## config.mk

```make
export PLATFORM = sky130hd
export DESIGN_NAME = fp_add_arbiter
export DESIGN_NICKNAME = d
export VERILOG_FILES = /design/src/rtl/fp_add_arbiter.sv
export SDC_FILE = /design/constraint.sdc
export NUM_CORES = 1
export LEC_CHECK = 0
export CAP_MARGIN = 0
export CORE_AREA = 4 4 155 157
export CTS_BUF_LIST = sky130_fd_sc_hd__clkbuf_16
export CTS_CLUSTER_DIAMETER = 30
export DETAILED_ROUTE_END_ITERATION = 8
export DIE_AREA = 0 0 159 161
export REMOVE_ABC_BUFFERS = 1
export SLEW_MARGIN = 20
export SYNTH_ARGS = -nofsm -noshare
export SYNTH_HDL_FRONTEND = slang
export SYNTH_SLANG_ARGS = --single-unit
export TNS_END_PERCENT = 20
```

## constraint.sdc

```tcl
create_clock -name clk -period 4 [get_ports clk]
set_input_delay 0.8 -clock clk [delete_from_list [all_inputs] [get_ports clk]]
set_output_delay 0.8 -clock clk [all_outputs]
set_load 0.005 [all_outputs]
```

## src/rtl/fp_add_arbiter.sv

```systemverilog
// fp_add_arbiter
//   Round-robin arbiter that shares one multi-cycle FP adder among N_REQ
//   requesters. Each served requester holds gnt from grant through the
//   response cycle and receives a one-cycle done pulse with the sum on result.
//
//   Ports
//     clk, rst        clock (rising edge), asynchronous active-high reset
//     req             per-requester level request, held until its done pulse
//     a_flat, b_flat  operands, requester i at bits [i*W +: W]
//     gnt             one-hot grant, grant through end of RESP
//     done            one-cycle pulse to the served requester
//     result          sum, valid while any done bit is high
//     add_start       start pulse to the shared adder (only when !add_busy)
//     add_a, add_b    adder operands, held from grant through RESP
//     add_busy        adder busy
//     add_valid       adder result-valid pulse (looked at only in WAIT)
//     add_out         adder result
//     timeout_err     sticky abort flag
//
//   Build option
//     FP_ADD_ARB_TIMEOUT_EN  bounds WAIT to TIMEOUT cycles; on expiry the
//     transaction completes with a quiet NaN result and timeout_err is set.
//     Without it WAIT is unbounded and timeout_err is tied to 0.

module fp_add_arbiter #(
  parameter int N_REQ   = 4,
  parameter int W       = 32,
  parameter int TIMEOUT = 15
) (
  input  logic               clk,
  input  logic               rst,
  input  logic [N_REQ-1:0]   req,
  input  logic [N_REQ*W-1:0] a_flat,
  input  logic [N_REQ*W-1:0] b_flat,
  output logic [N_REQ-1:0]   gnt,
  output logic [N_REQ-1:0]   done,
  output logic [W-1:0]       result,
  output logic               add_start,
  output logic [W-1:0]       add_a,
  output logic [W-1:0]       add_b,
  input  logic               add_busy,
  input  logic               add_valid,
  input  logic [W-1:0]       add_out,
  output logic               timeout_err
);

  localparam int IW = (N_REQ > 1) ? $clog2(N_REQ) : 1;

  if (N_REQ < 2 || N_REQ > 8) begin : g_bad_nreq
    $error("fp_add_arbiter: N_REQ must be 2..8");
  end
  if (TIMEOUT < 1) begin : g_bad_timeout
    $error("fp_add_arbiter: TIMEOUT must be at least 1");
  end

  typedef enum logic [1:0] {IDLE, ISSUE, WAIT, RESP} state_t;

  state_t        state, state_nxt;
  logic [IW-1:0] rr_ptr;
  logic [IW-1:0] g_idx;
  logic [IW-1:0] pick_idx;
  logic          pick_vld;
  logic          tmo_hit;

  // Rotating priority: scan from rr_ptr upward, wrapping at N_REQ-1.
  always_comb begin
    int            idx;
    logic [IW-1:0] cand;
    pick_vld = 1'b0;
    pick_idx = '0;
    idx      = 0;
    cand     = '0;
    for (int k = 0; k < N_REQ; k++) begin
      idx = int'(rr_ptr) + k;
      if (idx >= N_REQ) idx = idx - N_REQ;
      cand = IW'(idx);
      if (!pick_vld && req[cand]) begin
        pick_vld = 1'b1;
        pick_idx = cand;
      end
    end
  end

`ifdef FP_ADD_ARB_TIMEOUT_EN
  localparam int CW = $clog2(TIMEOUT + 1);
  logic [CW-1:0] tmo_cnt;

  // Held at zero outside WAIT, so it is already clear on WAIT entry.
  always_ff @(posedge clk or posedge rst) begin
    if (rst)                tmo_cnt <= '0;
    else if (state != WAIT) tmo_cnt <= '0;
    else                    tmo_cnt <= tmo_cnt + 1'b1;
  end

  // Fires in the TIMEOUT-th WAIT cycle; a late add_valid in that same cycle wins.
  assign tmo_hit = (state == WAIT) && !add_valid && (tmo_cnt == CW'(TIMEOUT - 1));

  always_ff @(posedge clk or posedge rst) begin
    if (rst)          timeout_err <= 1'b0;
    else if (tmo_hit) timeout_err <= 1'b1;
  end
`else
  assign tmo_hit     = 1'b0;
  assign timeout_err = 1'b0;
`endif

  always_ff @(posedge clk or posedge rst) begin
    if (rst) state <= IDLE;
    else     state <= state_nxt;
  end

  // add_start is combinational so a busy adder holds it low in the same cycle.
  always_comb begin
    state_nxt = state;
    add_start = 1'b0;
    case (state)
      IDLE:  if (pick_vld) state_nxt = ISSUE;
      ISSUE: if (!add_busy) begin
               add_start = 1'b1;
               state_nxt = WAIT;
             end
      WAIT:  if (add_valid || tmo_hit) state_nxt = RESP;
      RESP:  state_nxt = IDLE;
      default: state_nxt = IDLE;
    endcase
  end

  // gnt is one-hot while busy, so masking it gives a one-hot done.
  assign done = (state == RESP) ? gnt : '0;

  always_ff @(posedge clk or posedge rst) begin
    if (rst) begin
      gnt    <= '0;
      g_idx  <= '0;
      rr_ptr <= '0;
      add_a  <= '0;
      add_b  <= '0;
      result <= '0;
    end else begin
      case (state)
        IDLE: if (pick_vld) begin
          gnt   <= N_REQ'(1) << pick_idx;
          g_idx <= pick_idx;
          add_a <= a_flat[pick_idx*W +: W];
          add_b <= b_flat[pick_idx*W +: W];
        end
        WAIT: begin
          if (add_valid)    result <= add_out;
          else if (tmo_hit) result <= W'(32'h7FC0_0000);
        end
        RESP: begin
          gnt    <= '0;
          rr_ptr <= (g_idx == IW'(N_REQ - 1)) ? '0 : g_idx + 1'b1;
        end
        default: ;
      endcase
    end
  end

endmodule
```

==> flow_summary.yaml <==
cells_and_area:
  area_growth_pct: 73.7
  regArea_um2: 2650
  layout.nets: 1235
  antenna_cells: 0
  mostFrequentLayoutCell: "clkdlybuf4s50_1"
  utilization_pct: 47.4
  layout_common_cells: "clkdlybuf4s50_1, dfrtp_1, nor2_1"
  multi_input_area_um2: 3150
  nFillCells: 2111
  drive_gt1_share_pct: 16.4
  design_area_um2: 10700
clock_tree:
  numCtsBuffers: 9
  cts_max_level: 3
  cts_resized: 0
  clk_pin_slew_ns: 0.07
  post_cts_buffers: 0
  cts_root_buffer: "clkbuf_16"
  cts_tree: "built"
  cts_hold_buffers: 0
  clock_sinks: 106
  clk_latency_ns: 0.34
  cts_buffer_depth: 2
logic_synthesis:
  yosys_warnings: 0
  ys_types: 39
  ys_seq_area_share_pct: 43.2
  synthesis.instances: 560
  synth_ff_type: "dfrtp_1"
  netlist_area_um2: 6140
  synth_edf_count: 0
  ys_ff_latch: 106
  avgSynthCellArea_um2: 11.0
  async_flop_share_pct: 100
floorplan:
  die_y_um: 161
  start_util_pct: 27.3
  io_pins: 402
  num_rows: 55
  coreArea_um2: 22500
  die_w_um: 159
  dieArea_um2: 25600
sta:
  rsz0062_at_grt: "no"
  timing.hold.ws_ns: 0.505
  fin_skew_ns: 0.0114
  maxSlewViolCount: 0
  finalCritPeriodShare_pct: 68.1
  max_freq_mhz: 367
  setup_viol: 0
  relSlewSlack_pct: 45.7
  hold_violations: 0
  fin_crit_ns: 2.72
  fin_setup_tns_ns: 0
  worst_pin_slew_ns: 0.814
placement:
  placed_cell_area_um2: 10300
  dp_hpwl_um: 19400
  numPortBuffers: 400
  globalplace.congestion: 0.789
worst_setup_path:
  endpoint_kind: "register"
  arrival_ns: 2.94
  cp_top_family: "buffers and inverters"
  worstPathMaxFanout: 18
  rr_startpoint: "rr_ptr[0]"
  slowest_stage: "clkdlybuf4s50_1"
  worst-r2r-setup-slack_ns: 1.81
  path_buf_inv: 2
  cpPeakStageDelay_ns: 0.73
  crit_chain: "clkdlybuf4s50_1 > a21boi_0 > o221ai_4 > buf_4 > mux2_2 > nand2_1 > a21oi_1"
  crit_path_start: "req[0]"
  start_kind: "primary input"
  critical_path_required_ns: 4.22
  reg2reg_depth: 6
  reg2reg_to: "add_b[6]"
  crit_path_end: "add_a[24]"
  critical_path_class: "in2reg"
  path_depth: 7
flow_run:
  cap_violations: 0
global_route:
  grt_usage_pct: 18.1
  grt_pass1_wl_um: 36200
  antenna_found_initial: 1
  grt_max_degree: 49
  grt_overflow: 0
  grt_pass1_vias: 6069
route:
  via_per_inst: 4.80
  wire_per_inst_um: 20.1
  drt_iter0_drc: 258
  drc_errors: 0
  ant_nets: 0
  vias: 5871
  wl_um: 24600
  firstDrtPassIters: 4
worst_hold_path:
  hp-start: "result[14]"
  hold_class: "reg2reg"
status:
  status: "complete, no violations"
pwr:
  max-vdd-ir-drop_mv: 0.243
  powerDensity_nw_per_um2: 641
  leakage_nw: 4.29
[logic make-up after synthesis]
logic type / synth area share, %
AOI/OAI and AO/OA: 20.7
adders and majority gates: 1.02
buffers and inverters: 6.09
DFF: 43.2
muxes: 19.8
other: 0.0610
and+or+nand+nor: 9.20
[area by class of cell]
| class | instances | share of cell area [%] |
|---|---|---|
| Clock buffer | 9 | 2.11 |
| Clock inverter | 7 | 0.938 |
| Inverter | 6 | 0.234 |
| Multi-Input combinational cell | 398 | 29.5 |
| Sequential cell | 106 | 24.9 |
| Tap cell | 285 | 3.34 |
| Timing Repair Buffer | 413 | 39.0 |
[Yosys cell counts, types with 5 or more instances]
| cell | instances | share of area [%] |
|---|---|---|
| dfrtp_1 | 106 | 43 |
| nor2_1 | 71 | 4.3 |
| nand2_1 | 56 | 3.4 |
| a221oi_1 | 48 | 6.8 |
| mux2_2 | 48 | 8.8 |
| a21oi_2 | 33 | 4.7 |
| mux2_4 | 33 | 8.1 |
| a21oi_1 | 20 | 1.6 |
| mux2i_1 | 18 | 2.9 |
| a221o_1 | 16 | 2.6 |
| o22a_1 | 16 | 2.3 |
| clkbuf_1 | 15 | 0.92 |
| buf_2 | 12 | 0.98 |
| buf_4 | 10 | 1.2 |
| o21ai_0 | 7 | 0.57 |
| buf_12 | 5 | 1.6 |
| ha_1 | 5 | 1.0 |
| inv_1 | 5 | 0.31 |
[where the power goes]
part / internal, W / switching (W) / leakage [nW]
clock: 0.000556 / 0.000434 / 0.156
combinational: 0.00219 / 0.00172 / 2.91
sequential: 0.00163 / 0.000313 / 1.22
total: 0.00437 / 0.00247 / 4.29
[worst min path at each step]
stage | end | slack [ns] | cells past startpoint
4_1_cts | result[14] | 0.51 | 1
3_3_place_gp | result[14] | 0.49 | 1
2_1_floorplan | g_idx[0] | 0.48 | 2
6_report | result[14] | 0.51 | 1
5_1_grt | result[14] | 0.52 | 1
3_5_place_dp | result[21] | 0.49 | 1
[worst register-to-register path, stage by stage, from the launching register on]
cell and delay [ns]:
dfrtp_1 0.50, inv_1 0.14, o2111ai_1 0.24, nand2_2 0.32, buf_12 0.30, a221oi_1 0.47
a21oi_2 0.09
[metrics by stage]
stage                     power (W)  setup slack [ns]  std cells
after floorplan             0.00390            -0.347        510
after global placement      0.00589             0.941       1208
after detailed placement    0.00593             0.910       1208
after CTS                   0.00695              1.29       1224
after global routing        0.00732              1.10       1224
final                       0.00684              1.28       1224
[routing by layer]
metal | global-route usage (%) | up-vias | routed length, um
met5 | 0 | - | 13
met4 | 4.22 | 2 | 368
met3 | 6.56 | 26 | 2330
met2 | 32.6 | 293 | 12400
met1 | 20.6 | 2741 | 9430
li1 | - | 2809 | -
[sequential cells by signal, summed over array words and instances (netlist names)]
signal and flops:
add_a 32, add_b 32, result 32, gnt 4, g_idx 2, rr_ptr 2, state 2
Note: power is estimated with default switching activity, not from simulation.
